**src/rtl/vid_pkg.sv**
```systemverilog
// Shared types, widths and pixel helpers for the Slipstream video serializer.
package vid_pkg;

  localparam int unsigned WORD_W   = 16;
  localparam int unsigned PAL_W    = 8;
  localparam int unsigned BANK_W   = 4;
  localparam int unsigned CNT_W    = 3;
  localparam int unsigned PPW_8BPP = 2;
  localparam int unsigned PPW_4BPP = 4;

  typedef enum logic {
    MODE_8BPP = 1'b0,
    MODE_4BPP = 1'b1
  } pix_mode_t;

  typedef logic [PAL_W-1:0] pal_idx_t;

  // Pixels remaining in the shifter after the head pixel of a word is consumed.
  function automatic logic [CNT_W-1:0] ppw_minus1(input pix_mode_t m);
    return (m == MODE_4BPP) ? CNT_W'(PPW_4BPP - 1) : CNT_W'(PPW_8BPP - 1);
  endfunction

  // Palette index of the most significant pixel of a word.
  function automatic pal_idx_t head_pixel(input pix_mode_t m,
                                          input logic [BANK_W-1:0] bank,
                                          input logic [WORD_W-1:0] w);
    return (m == MODE_4BPP) ? {bank, w[15:12]} : w[15:8];
  endfunction

  // Word with its most significant pixel removed, remaining pixels left-aligned.
  function automatic logic [WORD_W-1:0] shift_pixel(input pix_mode_t m,
                                                    input logic [WORD_W-1:0] w);
    return (m == MODE_4BPP) ? {w[11:0], 4'h0} : {w[7:0], 8'h00};
  endfunction

endpackage

```
**src/rtl/vid_word_fifo.sv**
```systemverilog
// Small synchronous word FIFO with flush; a push in the flush cycle is kept.
module vid_word_fifo
  import vid_pkg::*;
#(
  parameter int unsigned FIFO_DEPTH = 4
) (
  input  logic              clk,
  input  logic              reset_n,
  input  logic              flush_i,
  input  logic              push_i,
  input  logic              pop_i,
  input  logic [WORD_W-1:0] data_i,
  output logic [WORD_W-1:0] data_o,
  output logic              empty_o,
  output logic              full_next_o
);

  localparam int unsigned PTR_W = (FIFO_DEPTH > 1) ? $clog2(FIFO_DEPTH) : 1;
  localparam int unsigned OCC_W = PTR_W + 1;

  logic [WORD_W-1:0] mem_q [FIFO_DEPTH];
  logic [PTR_W-1:0]  wr_q, wr_d, rd_q, rd_d, wr_addr;
  logic [OCC_W-1:0]  cnt_q, cnt_d;
  logic              full, pop_ok, push_ok, we;

  assign full    = (cnt_q == OCC_W'(FIFO_DEPTH));
  assign empty_o = (cnt_q == '0);
  assign data_o  = mem_q[rd_q];

  // Pointer/occupancy update; a pop frees the slot for a push while full.
  always_comb begin
    wr_d    = wr_q;
    rd_d    = rd_q;
    cnt_d   = cnt_q;
    pop_ok  = pop_i && !empty_o && !flush_i;
    push_ok = push_i && (!full || pop_ok);
    we      = push_ok;
    wr_addr = wr_q;
    if (flush_i) begin
      rd_d    = '0;
      wr_d    = PTR_W'(push_i);
      cnt_d   = OCC_W'(push_i);
      we      = push_i;
      wr_addr = '0;
    end else begin
      if (pop_ok)  rd_d = rd_q + PTR_W'(1);
      if (push_ok) wr_d = wr_q + PTR_W'(1);
      cnt_d = cnt_q + OCC_W'(push_ok) - OCC_W'(pop_ok);
    end
    full_next_o = (cnt_d == OCC_W'(FIFO_DEPTH));
  end

  // Pointer and occupancy registers.
  always_ff @(posedge clk or negedge reset_n) begin
    if (!reset_n) begin
      wr_q  <= '0;
      rd_q  <= '0;
      cnt_q <= '0;
    end else begin
      wr_q  <= wr_d;
      rd_q  <= rd_d;
      cnt_q <= cnt_d;
    end
  end

  // Storage array write port.
  always_ff @(posedge clk) begin
    if (we) mem_q[wr_addr] <= data_i;
  end

endmodule

```
**src/rtl/vid_pixel_serializer.sv**
```systemverilog
// Turns fetched video words into per-pixel palette addresses with border fill.
module vid_pixel_serializer
  import vid_pkg::*;
#(
  parameter int unsigned FIFO_DEPTH = 4
) (
  input  logic              clk,
  input  logic              reset_n,
  input  logic              pix_ce,
  input  logic              line_start,
  input  logic              active,
  input  logic              mode,
  input  logic [BANK_W-1:0] pal_bank,
  input  logic [PAL_W-1:0]  border,
  output logic              word_req,
  input  logic [WORD_W-1:0] word_data,
  input  logic              word_valid,
  output logic [PAL_W-1:0]  pal_addr,
  output logic              underflow,
  input  logic              underflow_clr
);

  logic [WORD_W-1:0] shift_q, shift_d;
  logic [CNT_W-1:0]  cnt_q, cnt_d;
  logic              fetch_en_q, fetch_en_d;
  logic              act_prev_q, act_prev_d;
  pix_mode_t         mode_q, mode_d;
  logic [BANK_W-1:0] bank_q, bank_d;
  pal_idx_t          pal_q, pal_d;
  logic              uf_q, uf_d;
  logic              req_q, req_d;
  logic              uf_set;

  logic              fifo_pop, fifo_empty, fifo_full_next;
  logic [WORD_W-1:0] fifo_data;

  vid_word_fifo #(.FIFO_DEPTH(FIFO_DEPTH)) u_fifo (
    .clk         (clk),
    .reset_n     (reset_n),
    .flush_i     (line_start),
    .push_i      (word_valid),
    .pop_i       (fifo_pop),
    .data_i      (word_data),
    .data_o      (fifo_data),
    .empty_o     (fifo_empty),
    .full_next_o (fifo_full_next)
  );

  // Line control, pixel stepping and flag updates.
  always_comb begin
    shift_d    = shift_q;
    cnt_d      = cnt_q;
    fetch_en_d = fetch_en_q;
    act_prev_d = act_prev_q;
    mode_d     = mode_q;
    bank_d     = bank_q;
    pal_d      = pal_q;
    uf_set     = 1'b0;
    fifo_pop   = 1'b0;

    if (line_start) begin
      cnt_d      = '0;
      mode_d     = pix_mode_t'(mode);
      bank_d     = pal_bank;
      fetch_en_d = 1'b1;
      if (pix_ce) pal_d = border;
    end else begin
      if (pix_ce && act_prev_q && !active) fetch_en_d = 1'b0;
      if (pix_ce && active) begin
        if (cnt_q != '0) begin
          pal_d   = head_pixel(mode_q, bank_q, shift_q);
          shift_d = shift_pixel(mode_q, shift_q);
          cnt_d   = cnt_q - CNT_W'(1);
        end else if (!fifo_empty) begin
          fifo_pop = 1'b1;
          pal_d    = head_pixel(mode_q, bank_q, fifo_data);
          shift_d  = shift_pixel(mode_q, fifo_data);
          cnt_d    = ppw_minus1(mode_q);
        end else begin
          pal_d  = border;
          uf_set = 1'b1;
        end
      end else if (pix_ce) begin
        pal_d = border;
      end
    end

    if (pix_ce) act_prev_d = active;
    uf_d  = uf_set ? 1'b1 : (underflow_clr ? 1'b0 : uf_q);
    req_d = fetch_en_d && !fifo_full_next;
  end

  // State and output registers.
  always_ff @(posedge clk or negedge reset_n) begin
    if (!reset_n) begin
      shift_q    <= '0;
      cnt_q      <= '0;
      fetch_en_q <= 1'b0;
      act_prev_q <= 1'b0;
      mode_q     <= MODE_8BPP;
      bank_q     <= '0;
      pal_q      <= '0;
      uf_q       <= 1'b0;
      req_q      <= 1'b0;
    end else begin
      shift_q    <= shift_d;
      cnt_q      <= cnt_d;
      fetch_en_q <= fetch_en_d;
      act_prev_q <= act_prev_d;
      mode_q     <= mode_d;
      bank_q     <= bank_d;
      pal_q      <= pal_d;
      uf_q       <= uf_d;
      req_q      <= req_d;
    end
  end

  assign pal_addr  = pal_q;
  assign underflow = uf_q;
  assign word_req  = req_q;

endmodule

```
**config.mk**
```make
export PLATFORM = sky130hd
export DESIGN_NAME = vid_pixel_serializer
export DESIGN_NICKNAME = d
export VERILOG_FILES = /design/src/rtl/vid_pkg.sv /design/src/rtl/vid_word_fifo.sv /design/src/rtl/vid_pixel_serializer.sv
export SDC_FILE = /design/constraint.sdc
export NUM_CORES = 1
export LEC_CHECK = 0
export CORE_MARGIN = 4
export CORE_UTILIZATION = 30
export DETAILED_ROUTE_END_ITERATION = 8
export PLACE_DENSITY = 0.5
export SYNTH_ARGS = -nofsm -noshare
export SYNTH_HDL_FRONTEND = slang
export SYNTH_SLANG_ARGS = --single-unit
```
**constraint.sdc**
```tcl
create_clock -name clk -period 7.06 [get_ports clk]
set_input_delay 1.412 -clock clk [delete_from_list [all_inputs] [get_ports clk]]
set_output_delay 1.412 -clock clk [all_outputs]
set_load 0.02 [all_outputs]
```
Word-level counts from Yosys, hierarchy flattened --
Memory sizes are Yosys's and may differ from the RTL's. Index checks and enable logic that the tools add are counted.
Storage, ports and cells: bits of input ports 36, memory bits (writable) 64, flip-flop bits (word level) 43, memories kept 1, latch bits 0, memory bits (read-only) 0
Cells by class: bitwise logic cells 1, reductions and logical operators 21, shifts and indexed selects 0, eq/ne operators 4, divide/modulo/power cells 0, mux-type cells 37, multipliers 0, order comparisons 0, add/subtract/negate cells 5
Memories:
- u_fifo.mem_q | depth 4, width 16, read ports 1, clocked after Yosys merged registers in 0, wr ports 1, line vid_word_fifo.sv:21 | logic [WORD_W-1:0] mem_q [FIFO_DEPTH];
Operators by type and width (number):
- $mux W16 | 4
- $mux W8 | 7
- $mux W1 | 15
- $mux W3 | 5
- $mux W2 | 6
- $reduce_bool A2 Y1 | 4
- $logic_and A1 B1 Y1 | 7
- $eq A3 B3 Y1 const B | 2
- $logic_not A1 Y1 | 5
- $add A2 B1 Y2 const B | 2
- $add A3 B1 Y3 | 1
- $logic_not A3 Y1 | 1
- $ne A3 B2 Y1 const B | 1
- $reduce_and A3 Y1 | 1
- $reduce_bool A3 Y1 | 1
- $sub A3 B1 Y3 | 1
- $sub A3 B1 Y3 const B | 1
- $ne A2 B1 Y1 const B | 1
- $reduce_and A2 Y1 | 1
- $logic_or A1 B1 Y1 | 1
- $not A1 Y1 | 1

Logic depth before layout (Yosys ltp) --
depth in word-level cells 15, mapped depth 13

Modules after synthesis --
Synthesis repeated with hierarchy kept, for this count alone.
Second synthesis, totals: cell total of the unflattened synthesis 316, area total of the unflattened synthesis 4598.2 um2
By module, submodules not included:
- vid_word_fifo | seq. area each 2097.0 um2, cells each 132, instances 1, area an instance 2768.9 um2
- vid_pixel_serializer | seq. area each 800.8 um2, cells each 184, instances 1, area an instance 1829.3 um2

Worst setup path before layout --
No wires, ideal clock.
kind input to register, start point in line_start, end point mem u_fifo.mem_q[2][0], enable pin, arrival 3683 ps, stages on the path 4, path slack 2947 ps, cell sequence nand3b_1 o211ai_1 nand2_1 nor4_1
On the way: word-level cells in the longest chain between the ends 8, elaborated cells on any way between the ends 10
Ends and longest elaborated chain:
- from (decl) | line vid_pixel_serializer.sv:10 | input logic line_start,
- $mux W1 | line vid_pixel_serializer.sv:61 | if (line_start) begin
- $logic_and A1 B1 Y1 (2 in a row) | line vid_word_fifo.sv:35 | pop_ok = pop_i && !empty_o && !flush_i;
- $logic_or A1 B1 Y1 | line vid_word_fifo.sv:36 | push_ok = push_i && (!full || pop_ok);
- $logic_and A1 B1 Y1 | line vid_word_fifo.sv:36
- $mux W1 | line vid_word_fifo.sv:39 | if (flush_i) begin
- $mux W1 | line vid_word_fifo.sv:68 | if (we) mem_q[wr_addr] <= data_i;
- $mux W1 (not written as such) | line vid_word_fifo.sv:68
- to (decl) | line vid_word_fifo.sv:21
Several ways; a longest one is shown, not always the timed one.

Worst setup path after layout --
start point in pix_ce, end point reg req_q, in the netlist word_req
On the way: word-level cells in the longest chain between the ends 13, elaborated cells on any way between the ends 17
Ends and longest elaborated chain:
- from (decl) | line vid_pixel_serializer.sv:9 | input logic pix_ce,
- $logic_and A1 B1 Y1 (*) | line vid_pixel_serializer.sv:69 | if (pix_ce && active) begin
- $mux W1 (*) | line vid_pixel_serializer.sv:69
- $mux W1 (*) | line vid_pixel_serializer.sv:61
- $logic_and A1 B1 Y1 (*) (2 in a row) | line vid_word_fifo.sv:35
- $logic_or A1 B1 Y1 | line vid_word_fifo.sv:36
- $logic_and A1 B1 Y1 | line vid_word_fifo.sv:36
- $add A3 B1 Y3 | line vid_word_fifo.sv:48 | cnt_d = cnt_q + OCC_W'(push_ok) - OCC_W'(pop_ok);
- $sub A3 B1 Y3 (*) | line vid_word_fifo.sv:48
- $mux W3 (*) | line vid_word_fifo.sv:39
- net u_fifo.cnt_d[1] | line vid_word_fifo.sv:23 | logic [OCC_W-1:0] cnt_q, cnt_d;
- $eq A3 B3 Y1 (*) | line vid_word_fifo.sv:50 | full_next_o = (cnt_d == OCC_W'(FIFO_DEPTH));
- $logic_not A1 Y1 (*) | line vid_pixel_serializer.sv:90 | req_d = fetch_en_d && !fifo_full_next;
- $logic_and A1 B1 Y1 (*) | line vid_pixel_serializer.sv:90
- net req_d | line vid_pixel_serializer.sv:31 | logic req_q, req_d;
- to (signal assigned) | line vid_pixel_serializer.sv:114 | req_q <= req_d;
- to (decl) | line vid_pixel_serializer.sv:31
The timed path passes the listed nets; every way through them passes the cells marked *. A chain may end at the register's enable or synchronous reset.

==> flow_summary.yaml <==
run_status:
  status: "completed"
final_layout:
  diodes: 0
  fin_area_um2: 5470
  syn2layout_area_growth_pct: 21.2
  final_common_cell: "edfxtp_1"
  multi_input_area_um2: 1510
  fillers: 1454
  fin_cells: 554
  seq_area_um2: 2900
  drive_gt1_share_pct: 11.6
  mostFrequentLayoutCells: "edfxtp_1, clkdlybuf4s50_1, dfrtp_1"
  layout.nets: 407
cts:
  ctsHoldBuffers: 0
  cts_root_buffer: "clkbuf_16"
  clockBufferDepth: 2
  clk_pin_slew_worst_paths_ns: 0.07
  cts_tree: "yes"
  cts_resized: 0
  clk_latency_ns: 0.34
  cts.sinks: 103
  cts_setup_buffers: 0
  numCtsBuffers: 9
  cts_max_level: 3
sta:
  slew_headroom_pct: 40.2
  min_period_over_period_pct: 63.3
  fmax_mhz: 224
  period_minus_slack_ns: 4.47
  rsz0062_at_grt: "no"
  worst_slew_pin_slew_ns: 0.897
  report.final.hold_viol_count: 0
  hold_ws_ns: 0.502
  drv_slew: 0
  finClkSkew_ns: 0.00580
  finalSetupViolations: 0
  tns_ns: 0
synthesis:
  syn_area_um2: 4510
  synth_edf_count: 64
  ys_ff_latch: 103
  yosysSeqAreaShare_pct: 64.3
  synth_flop_cell: "edfxtp_1"
  syn_area_per_cell_um2: 14.0
  synth_top_area_share_pct: 42.6
  yosys-top-cells-area: "edfxtp_1, dfrtp_1, mux4_2"
  synth_top_area_cell: "edfxtp_1"
  async_reset_ff_share_pct: 37.9
  synth.distinct_cells: 44
  synth_cells: 321
  yosysWarnings: 0
  syn_nets: 362
worst_setup_path:
  worstPathMaxFanout: 14
  required_ns: 7.28
  critPathKind: "in -> reg"
  cp-start-kind: "input port"
  endpoint_kind: "flip-flop"
  arrival_ns: 4.69
placed_design:
  dp_cells: 539
  dpl_cell_area_um2: 5170
  dp_hpwl_um: 6990
  port_buffers: 45
  gp_congestion: 0.758
power:
  power_density_nw_per_um2: 306
  vdd.ir_drop.worst_mv: 0.137
  p_leak_nw: 1.98
floorplanning:
  core_um2: 14600
  dieArea_um2: 17100
  die_w_um: 131
  start_util_pct: 30.8
  die_y_um: 131
  ios: 46
  rows: 44
routing:
  routed_via_density: 5.12
  drtPass1Iterations: 4
  drc_errors: 0
  drt_iter0_drc: 175
  via_count: 2839
  drt_wl_total_um: 10500
  antenna_left: 0
  routedWlPerCell_um: 18.9
global_routing:
  grt_pass1_wl_um: 17100
  grt_pass1_vias: 3125
  overflow: 0
  grt_usage_pct: 13.2
  antenna_found_initial: 0
  grt_max_degree: 40
worst_hold_path:
  hold_path_class: "reg -> reg"
job:
  drv_cap: 0
==> where the power goes <==
| part | total (mW) | switching [mW] | internal [mW] |
|---|---|---|---|
| Sequential | 0.780 | 0.0557 | 0.724 |
| Clock | 0.499 | 0.221 | 0.278 |
| Combinational | 0.396 | 0.222 | 0.174 |
| Total | 1.67 | 0.499 | 1.17 |
==> through the flow <==
stage | utilization [%] | worst slack [ns] | power [mW]
2_1_floorplan | - | 2.95 | 1.04
3_3_place_gp | 35.3 | 2.36 | 1.19
3_5_place_dp | 35.3 | 2.25 | 1.19
4_1_cts | 37.3 | 2.61 | 1.70
5_1_grt | 37.3 | 2.33 | 1.77
6_report | 37.3 | 2.59 | 1.67
==> sequential cells by signal, summed over array words and instances, names as in the netlist, 2 cells and up <==
| name | flops |
|---|---|
| u_fifo.cnt_q | 3 |
| shift_q | 12 |
| u_fifo.mem_q | 64 |
| u_fifo.rd_q | 2 |
| cnt_q | 3 |
| pal_addr | 8 |
| bank_q | 4 |
| u_fifo.wr_q | 2 |
==> cell usage after synthesis (3+ instances only) <==
| cell | instances |
|---|---|
| dfrtp_1 | 39 |
| edfxtp_1 | 64 |
| or3_1 | 5 |
| and2_0 | 4 |
| o22ai_1 | 5 |
| a21oi_1 | 24 |
| nor2_1 | 16 |
| nor2b_1 | 5 |
| o221ai_1 | 4 |
| nor3_1 | 6 |
| inv_1 | 12 |
| mux4_1 | 3 |
| buf_2 | 4 |
| nand2_1 | 22 |
| ha_1 | 4 |
| o21ai_0 | 11 |
| and2_1 | 4 |
| a22oi_1 | 4 |
| xnor2_1 | 3 |
| mux4_2 | 13 |
| mux2_2 | 4 |
| a22o_1 | 8 |
| nand3_1 | 6 |
| clkbuf_1 | 10 |
| a221oi_1 | 4 |
| mux2i_1 | 13 |
==> critical path: stages <==
cell             delay, ns
clkdlybuf4s50_1       0.93
nand3b_1              0.46
o211ai_1              0.40
nand2_1               0.20
inv_1                 0.16
ha_1                  0.17
inv_1                 0.05
fa_1                  0.47
nor2_1                0.05
o41a_1                0.39
==> cell families (layout without fill, tap and decap cells) <==
logic type      after synthesis  after routing  synth area share (%)
compound gates               68             68                  9.85
mux                          33             33                  12.1
simple gates                 78             78                  8.52
flops                       103            103                  64.3
xor+xnor                      5              5                 0.972
fa+ha+maj                     5              5                  1.55
buf+inv                      29             78                  2.69
==> layer usage <==
| metal | share of wire (%) | track usage, % |
|---|---|---|
| met5 | 0 | 0 |
| met3 | 5.1 | 3.82 |
| met1 | 48 | 18.5 |
| met2 | 46 | 20.2 |
| met4 | 1.4 | 3.27 |
==> final cells by class <==
type | instances | share of cell area (%)
inverters | 12 | 0.824
clock inverters | 5 | 1.21
repair buffers | 51 | 8.97
well taps | 184 | 4.21
flip-flops and latches | 103 | 53.0
clock buffers | 10 | 4.19
multi-input cells | 189 | 27.6
==> final timing paths <==
check                                   end  depth (start not counted)  slack [ns]       start
worst max-delay path               word_req                         10        2.59      pix_ce
worst min-delay path             shift_q[7]                          1        0.50  shift_q[7]
worst max register to register     word_req                         11        3.87    cnt_q[0]
worst min register to register   shift_q[7]                          1        0.50  shift_q[7]
max in group asynchronous       shift_q[13]                          1        5.31     reset_n
min in group asynchronous        fetch_en_q                          1        1.20     reset_n
Power figures use the tool's default switching activity.
